$ cat config.mk
export PLATFORM = sky130hd
export DESIGN_NAME = pipe_stage_reg
export DESIGN_NICKNAME = d
export VERILOG_FILES = /design/src/rtl/pipe_stage_reg.sv
export SDC_FILE = /design/constraint.sdc
export NUM_CORES = 1
export LEC_CHECK = 0
export ABC_AREA = 1
export CAP_MARGIN = 0
export CORE_MARGIN = 1
export CORE_UTILIZATION = 35
export CTS_BUF_LIST = sky130_fd_sc_hd__clkbuf_4 sky130_fd_sc_hd__clkbuf_8
export CTS_CLUSTER_SIZE = 40
export DETAILED_ROUTE_END_ITERATION = 12
export DONT_BUFFER_PORTS = 1
export GPL_TIMING_DRIVEN = 0
export PLACE_DENSITY = 0.53
export SLEW_MARGIN = 30
export SYNTH_ARGS = -nofsm -noshare
export SYNTH_HDL_FRONTEND = slang
export SYNTH_SLANG_ARGS = --single-unit
$ cat constraint.sdc
create_clock -name clk -period 1.15 [get_ports clk]
set_clock_uncertainty 0.1 [all_clocks]
set_input_delay 0.23 -clock clk [delete_from_list [all_inputs] [get_ports clk]]
set_output_delay 0.23 -clock clk [all_outputs]
set_load 0.01 [all_outputs]
$ cat src/rtl/pipe_stage_reg.sv
// ---------------------------------------------------------------------------
// pipe_stage_reg
//
// Parametrised inter-stage pipeline register placed between stage STAGE and
// stage STAGE+1. It carries the ALU control fields, both operands, the
// destination register, the instruction word and its PC. It also carries a
// valid bit, and it reports whether it held its contents on the last edge.
//
// Update priority on each rising clk edge, highest first:
//   rst > flush > bubble (upstream stalled, downstream running)
//       > load (upstream running) > hold (both stalled)
// When upstream is running and downstream is stalled (s_up=0, s_dn=1), the
// stall pattern is inconsistent. The register still loads, and the checker
// module at the end of this file flags the case.
//
// Optional build macro: IDEX_PERF_EN
//   When it is defined, saturating bubble and hold counters are built.
//   When it is undefined, no counter flops exist and both counter outputs are
//   constant 0.
//
// Ports:
//   clk, rst          clock; synchronous active-high reset
//   stall             per-stage stall vector from the stall controller
//   flush             squash: kills the held and the incoming contents
//   in_*              upstream slot contents (valid, aluop, alusel, reg1,
//                     reg2, wd, wreg, inst, pc)
//   out_*             registered copies of in_*
//   out_hold          register held its contents on the previous edge
//   bubble_cnt        bubbles inserted over a valid slot (perf build only)
//   hold_cnt          hold cycles (perf build only)
// ---------------------------------------------------------------------------
module pipe_stage_reg #(
    parameter int DATA_W   = 32,
    parameter int ADDR_W   = 5,
    parameter int ALUOP_W  = 8,
    parameter int ALUSEL_W = 3,
    parameter int STALL_W  = 6,
    parameter int STAGE    = 2,
    parameter int NOP_OP   = 0,
    parameter int CNT_W    = 16
) (
    input  logic                clk,
    input  logic                rst,
    input  logic [STALL_W-1:0]  stall,
    input  logic                flush,
    input  logic                in_valid,
    input  logic [ALUOP_W-1:0]  in_aluop,
    input  logic [ALUSEL_W-1:0] in_alusel,
    input  logic [DATA_W-1:0]   in_reg1,
    input  logic [DATA_W-1:0]   in_reg2,
    input  logic [ADDR_W-1:0]   in_wd,
    input  logic                in_wreg,
    input  logic [DATA_W-1:0]   in_inst,
    input  logic [DATA_W-1:0]   in_pc,
    output logic                out_valid,
    output logic [ALUOP_W-1:0]  out_aluop,
    output logic [ALUSEL_W-1:0] out_alusel,
    output logic [DATA_W-1:0]   out_reg1,
    output logic [DATA_W-1:0]   out_reg2,
    output logic [ADDR_W-1:0]   out_wd,
    output logic                out_wreg,
    output logic [DATA_W-1:0]   out_inst,
    output logic [DATA_W-1:0]   out_pc,
    output logic                out_hold,
    output logic [CNT_W-1:0]    bubble_cnt,
    output logic [CNT_W-1:0]    hold_cnt
);

    typedef enum logic [1:0] {
        ACT_LOAD   = 2'd0,
        ACT_BUBBLE = 2'd1,
        ACT_HOLD   = 2'd2,
        ACT_FLUSH  = 2'd3
    } act_t;

    logic w_s_up;
    logic w_s_dn;
    logic w_unused_stall;
    act_t w_act;

    assign w_s_up = stall[STAGE];
    assign w_s_dn = stall[STAGE+1];
    // This register only looks at its own two stall bits.
    assign w_unused_stall = ^stall;

    // Decode this edge's action from flush and the two relevant stall bits.
    always_comb begin
        w_act = ACT_LOAD;
        if (flush) begin
            w_act = ACT_FLUSH;
        end else if (w_s_up && !w_s_dn) begin
            w_act = ACT_BUBBLE;
        end else if (!w_s_up) begin
            // Includes the inconsistent s_up=0/s_dn=1 pattern.
            w_act = ACT_LOAD;
        end else begin
            w_act = ACT_HOLD;
        end
    end

    // Payload, valid and hold-flag register.
    always_ff @(posedge clk) begin
        if (rst || (w_act == ACT_FLUSH) || (w_act == ACT_BUBBLE)) begin
            out_valid  <= 1'b0;
            out_aluop  <= ALUOP_W'(NOP_OP);
            out_alusel <= {ALUSEL_W{1'b0}};
            out_reg1   <= {DATA_W{1'b0}};
            out_reg2   <= {DATA_W{1'b0}};
            out_wd     <= {ADDR_W{1'b0}};
            out_wreg   <= 1'b0;
            out_inst   <= {DATA_W{1'b0}};
            out_pc     <= {DATA_W{1'b0}};
            out_hold   <= 1'b0;
        end else if (w_act == ACT_LOAD) begin
            out_valid  <= in_valid;
            out_aluop  <= in_aluop;
            out_alusel <= in_alusel;
            out_reg1   <= in_reg1;
            out_reg2   <= in_reg2;
            out_wd     <= in_wd;
            // An empty slot must never produce a register-file write later on.
            out_wreg   <= in_wreg & in_valid;
            out_inst   <= in_inst;
            out_pc     <= in_pc;
            out_hold   <= 1'b0;
        end else begin
            out_hold   <= 1'b1;
        end
    end

`ifdef IDEX_PERF_EN
    logic [CNT_W-1:0] r_bubble_cnt;
    logic [CNT_W-1:0] r_hold_cnt;

    // Saturating perf counters; flush leaves them untouched.
    always_ff @(posedge clk) begin
        if (rst) begin
            r_bubble_cnt <= {CNT_W{1'b0}};
            r_hold_cnt   <= {CNT_W{1'b0}};
        end else begin
            // A bubble counts only when it displaces a live instruction.
            if ((w_act == ACT_BUBBLE) && out_valid && (r_bubble_cnt != {CNT_W{1'b1}})) begin
                r_bubble_cnt <= r_bubble_cnt + CNT_W'(1);
            end else begin
                r_bubble_cnt <= r_bubble_cnt;
            end
            if ((w_act == ACT_HOLD) && (r_hold_cnt != {CNT_W{1'b1}})) begin
                r_hold_cnt <= r_hold_cnt + CNT_W'(1);
            end else begin
                r_hold_cnt <= r_hold_cnt;
            end
        end
    end

    assign bubble_cnt = r_bubble_cnt;
    assign hold_cnt   = r_hold_cnt;
`else
    assign bubble_cnt = {CNT_W{1'b0}};
    assign hold_cnt   = {CNT_W{1'b0}};
`endif

    pipe_stage_reg_chk u_chk (
        .clk  (clk),
        .rst  (rst),
        .s_up (w_s_up),
        .s_dn (w_s_dn)
    );

endmodule

// ---------------------------------------------------------------------------
// pipe_stage_reg_chk
//
// Property checker: the downstream stage must never stall while the upstream
// stage keeps running.
//
// Ports: clk, rst, s_up (upstream stall bit), s_dn (downstream stall bit)
// ---------------------------------------------------------------------------
module pipe_stage_reg_chk (
    input logic clk,
    input logic rst,
    input logic s_up,
    input logic s_dn
);

    a_legal_stall: assert property (@(posedge clk) disable iff (rst) !(!s_up && s_dn))
        else $error("pipe_stage_reg: inconsistent stall pattern s_up=0 s_dn=1");

endmodule

==> results of run 1 <==
[path summary, 6_finish.rpt]
| path | cells after the start | end | slack [ns] | start |
|---|---|---|---|---|
| max reg2reg | 4 | out_aluop[2]$_SDFFE_PP0N_ | 0.34 | out_aluop[2]$_SDFFE_PP0N_ |
| min | 4 | out_inst[31]$_SDFFE_PP0N_ | 0.002 | rst |
| min reg2reg | 4 | out_reg1[20]$_SDFFE_PP0N_ | 0.45 | out_reg1[20]$_SDFFE_PP0N_ |
| max | 0 | out_reg1[2] | -0.007 | out_reg1[2]$_SDFFE_PP0N_ |
[final cells by class]
| type | count | share of cell area, % |
|---|---|---|
| clock buffer | 22 | 3.186 |
| buffer | 79 | 5.838 |
| clock inverter | 9 | 1.459 |
| inverter | 150 | 6.315 |
| sequential | 147 | 37.06 |
| timing repair buffer | 148 | 16.62 |
| tap | 225 | 3.157 |
| multi-input combinational | 624 | 26.37 |
[flip-flops by register name, summed over array words and instances (netlist names)]
signal	cells
out_alusel	3
out_hold	1
out_valid	1
out_aluop	8
out_reg1	32
out_wd	5
out_inst	32
out_pc	32
out_reg2	32
out_wreg	1
[what timing repair did]
item | in CTS | in global routing
resized for setup | 190 | 29
hold endpoints to repair | 146 | 2
pin swaps | 0 | 0
endpoints found under the setup margin | 147 | 148
[metrics by stage]
stage	instance area (sq um)	utilization, %
6_report	8916	51.37
3_3_place_gp	6658	38.36
4_1_cts	8845	50.96
5_1_grt	8916	51.37
2_1_floorplan	6376	-
3_5_place_dp	6658	38.36
[power breakdown]
part | switching, uW | internal [uW] | leakage, uW
clock network | 2000 | 2320 | 0.000213
logic | 775 | 709 | 0.00286
registers | 241 | 5200 | 0.00128
[cell families after synthesis]
kind of cell / Yosys count / synth area share, %
buffers and inverters: 229 / 17.29
AND/OR/NAND/NOR: 592 / 35.64
other: 1 / 0.05991
flip-flops: 147 / 47.01
[per-layer routing]
metal	global-route usage (%)	wire length [um]
met1	21.28	7441
met5	0	0
met4	6.617	322
met2	34.16	8932
met3	8.642	1914
[cell usage after synthesis]
cell type,count,share of area [%]
clkbuf_1,1,0.060
inv_1,149,8.9
conb_1,1,0.060
buf_4,46,5.5
buf_1,7,0.42
nor2_1,291,17
buf_2,22,1.8
inv_2,1,0.060
nand3_1,1,0.080
dfxtp_1,147,47
nand4_1,1,0.10
nand2_2,1,0.10
nor2_2,1,0.10
nand2_1,297,18
buf_6,3,0.54
==> reports/summary.txt, run 1 <==
Tot Pwr - 11240 uW
Ports - 334
DRT Pass-1 Iters - 4
Leakage Power - 0.004354 uW
Die Area - 18420 sq um
Reg area - 3304 sq um
Post-route insts no fill - 1404
Crit. End Element - output pin
Worst path arrival time - 0.83 ns
Clk slew on worst S/H paths - 0.08 ns
Max VDD drop - 0.5975 mV
First DRT Iteration DRCs - 221
Final WL - 18610 um
CTS Root Cell - clkbuf_8
DP HPWL - 12840 um
Netlist cell types - 15
# diodes - 0
Largest net degree at the start of global routing - 17
CTS tree - built
Antenna violations before repair - 0
Fmax - 0.8641 GHz
Cts bufs inserted - 17
Fin. Hold Viols - 0
Starting Density - 36.07%
Residual DRC - 0
Vias in the first global route - 5597
Worst Path Required - 0.82 ns
Area of the multi-input gates - 2351 sq um
Final max-slew violation count - 0
CTS Buffer Depth - 2
Cell Rows - 48
DR vias/cell - 4.138
Drt wl/cell - 13.25 um
Post-CTS setup repair buffer count - 0
Global-route wire length before repair - 27930 um
Pwr dens - 1261 nW/um^2
Tmin final - 1.157 ns
Global-route usage over all layers - 19.72%
Final Cycle Share - 100.6%
Skew-Pair Late Insertion Delay - 0.44 ns
H-tree Lvls - 4
Total of max-cap violations - 0
Pre-CTS setup slack - -0.4283 ns
Commonest non-fill, non-tap cell in the layout - nand2_1
Area grow syn2layout - 42.43%
Share of layout cells above drive strength 1 - 21.46%
Syn Area/Cell - 6.460 sq um
Synthesized area - 6260 sq um
Failing checks - setup timing
Seq/Total Area, Yosys - 47.01%
Gpl congestion - 0.7426
Clock Sinks - 147
CP Max Fanout - 2
Die Y-Extent - 135.7 um
Mapped Cells - 969
Port buffer count - 0
Routed vias - 5810
Total negative slack - -0.05146 ns
Final setup violating endpoints - 18
Fill count - 1709
Synth Warn # - 0
Min-delay worst type - in2reg
Startpoint types - flip-flop
Status - finished, violations left
Yosys reg bits - 147
Total gr overflow - 0
CP Class - reg2out
Post-DRT Antenna Nets - 0
Final worst-path setup slack - -0.007208 ns
Cts hold-fix bufs - 148
Core area - 17360 sq um
Hold Slack - 0.001581 ns
Cell count after placement - 1225
Die Wd - 135.7 um
RSZ-0062 raised after global routing - yes
Final nets - 1322
Most frequent cells in the layout - nand2_1 (297), nor2_1 (291), inv_1 (149), dlygate4sd3_1 (148), dfxtp_2 (76)
(Power assumes the default switching activity.)
==> inputs of run 2 (changes only) <==
- PLACE_DENSITY: 0.53 -> 0.6
- SLEW_MARGIN: 30 -> default
==> run 2 against run 1 <==
  * The run still ends with setup timing left
  * Worst setup slack worse by 0.0081 ns
  * Sequential share of layout area down 0.30 points
  * Sequential power about the same
  * Via count up 1.9%
  * Largest cell class unchanged
  * Largest power group unchanged
==> reports/summary.txt, run 2 (synthesis gave the netlist of run 1 again) <==
Pwr dens - 1309 nW/um^2 (+3.8%)
Busiest grt layer - met2
H-tree Lvls - 4 (unchanged)
Global-route usage over all layers - 20.34% (+0.62 points)
DP HPWL - 12610 um (-1.8%)
Gpl congestion - 0.7943 (+7.0%)
FF-to-FF End - out_inst[2]$_SDFFE_PP0N_
CTS tree - built
Cell Rows - 48 (unchanged)
Antenna violations before repair - 0 (unchanged)
Leakage Power - 0.004371 uW (+0.39%)
Final nets - 1322 (unchanged)
Switching Share - 25.64% (-1.2 points)
Post-Route Utilization - 51.59% (+0.22 points)
Ports - 334 (unchanged)
WHS Endpoint - out_reg2[31]$_SDFFE_PP0N_
Failing checks - setup timing
Logic pwr share - 12.9% (-0.3 points)
Final worst-path setup slack - -0.01528 ns (-0.008072 ns)
Vias in the first global route - 5833 (+4.2%)
Final setup violating endpoints - 30 (+12)
Global-route wire length before repair - 28630 um (+2.5%)
Worst-margin pin slew - 0.5607 ns
Clk slew on worst S/H paths - 0.09 ns (about the same)
Post-route insts no fill - 1404 (unchanged)
DRT Pass-1 Iters - 5 (+1)
DR vias/cell - 4.219 (+1.9%)
Reg area - 3292 sq um (-0.38%)
Port buffer count - 0 (unchanged)
CTS Buffer Depth - 2 (unchanged)
Grt met2 use - 37.59% (+3.4 points)
Post-DRT Antenna Nets - 0 (unchanged)
Switch Pwr - 3004 uW (-0.26%)
Crit Reg-Reg Startpoint - out_inst[2]$_SDFFE_PP0N_
Worst path arrival time - 0.84 ns (about the same)
Core area - 17360 sq um (unchanged)
Routed vias - 5923 (+1.9%)
CP Max Fanout - 2 (unchanged)
Total gr overflow - 0 (unchanged)
Die Area - 18420 sq um (unchanged)
Die Y-Extent - 135.7 um (unchanged)
First DRT Iteration DRCs - 204 (-7.7%)
Met3 global-route usage - 7.782% (-0.86 points)
Commonest non-fill, non-tap cell in the layout - nand2_1
Largest net degree at the start of global routing - 17 (unchanged)
Fill count - 1635 (-4.3%)
Tmin final - 1.165 ns (+0.008072 ns)
Residual DRC - 0 (unchanged)
Cell count after placement - 1225 (unchanged)
Startpoint types - flip-flop
Starting Density - 36.07% (unchanged)
Worst R2R Path Depth - 4 (unchanged)
Fin. Hold Viols - 0 (unchanged)
# diodes - 0 (unchanged)
Post-CTS setup repair buffer count - 0 (unchanged)
Min-delay worst type - in2reg
Max VDD drop - 0.8793 mV (+47%)
Final WL - 19290 um (+3.6%)
Worst Path Required - 0.82 ns (about the same)
Clock Sinks - 147 (unchanged)
Final Cycle Share - 101.3% (+0.70 points)
Register share of total power - 46.5% (-1.9 points)
R2r setup slk - 0.31 ns (-0.03 ns)
Status - finished, violations left
Die Wd - 135.7 um (unchanged)
Hold path startpoint - rst
Cts bufs inserted - 17 (unchanged)
Most frequent cells in the layout - nand2_1 (297), nor2_1 (291), inv_1 (149), dlygate4sd3_1 (148), dfxtp_2 (81)
Clock Power Share - 40.6% (+2.2 points)
Met1 Usage GRT - 20.50% (-0.78 points)
Skew-Pair Late Insertion Delay - 0.44 ns (about the same)
RSZ-0062 raised after global routing - yes
Fmax - 0.8582 GHz (-0.69%)
Cts hold-fix bufs - 148 (unchanged)
Int Power - 8714 uW (+5.9%)
Area of the multi-input gates - 2351 sq um (unchanged)
CP Class - reg2out
Drt wl/cell - 13.74 um (+3.6%)
Final max-slew violation count - 0 (unchanged)
Total of max-cap violations - 0 (unchanged)
Hold depth - 4 (unchanged)
Crit. End Element - output pin
Share of layout cells above drive strength 1 - 21.37% (-0.085 points)
Area grow syn2layout - 43.05%
Slew headroom - 62.62%
CTS Root Cell - clkbuf_8
==> run 2: power groups by stage <==
stage / Sequential (uW) / Combinational, uW / Clock [uW]
floorplan: 5580 / 855 / 0
global placement: 5640 / 1050 / 0
detailed placement: 5640 / 1060 / 0
CTS: 5520 / 1490 / 4900
global route: 5470 / 1700 / 5090
finish: 5450 / 1510 / 4760
==> run 2: stage by stage <==
step	setup WS [ns]	power [uW]	hold WS (ns)	cell area, sq um	setup TNS [ns]
after floorplan	0.03519	6433	0.2649	6376	0
after global placement	-0.4297	6688	0.2661	6658	-40.37
after detailed placement	-0.4309	6701	0.2734	6658	-41.16
after CTS	-0.05594	11900	-0.01249	8852	-4.164
after global routing	-0.06275	12260	-0.003757	8955	-6.040
final	-0.01528	11720	0.02433	8955	-0.1533
==> run 2: cell type report <==
type | count | area share (%)
clock buffers | 23 | 3.256
plain buffers | 79 | 5.799
multi-input cells | 624 | 26.25
repair buffers | 148 | 16.54
well taps | 225 | 3.144
inverters | 150 | 6.288
flip-flops and latches | 147 | 36.76
clock inverters | 8 | 1.956
==> run 2: repair_timing <==
item	in CTS	in global routing
gates resized for setup	172	41
hold endpoints to repair	146	1
endpoints found under the setup margin	147	147
==> run 2: worst max path at each step <==
stage	from	end	depth (start not counted)	slack, ns
after floorplan	stall[3]	out_reg1[20]$_SDFFE_PP0N_	7	0.04
after CTS	out_inst[19]$_SDFFE_PP0N_	out_inst[19]	0	-0.06
after detailed placement	stall[3]	out_reg2[0]$_SDFFE_PP0N_	6	-0.43
after global routing	out_inst[19]$_SDFFE_PP0N_	out_inst[19]	0	-0.06
final	out_inst[19]$_SDFFE_PP0N_	out_inst[19]	0	-0.02
after global placement	stall[3]	out_reg2[0]$_SDFFE_PP0N_	6	-0.43
==> run 2: metal layers <==
metal  wire, um  up-vias
met4        371        0
met2       9890      243
li1           -     3068
met1       7244     2583
met3       1780       29
met5          0        -
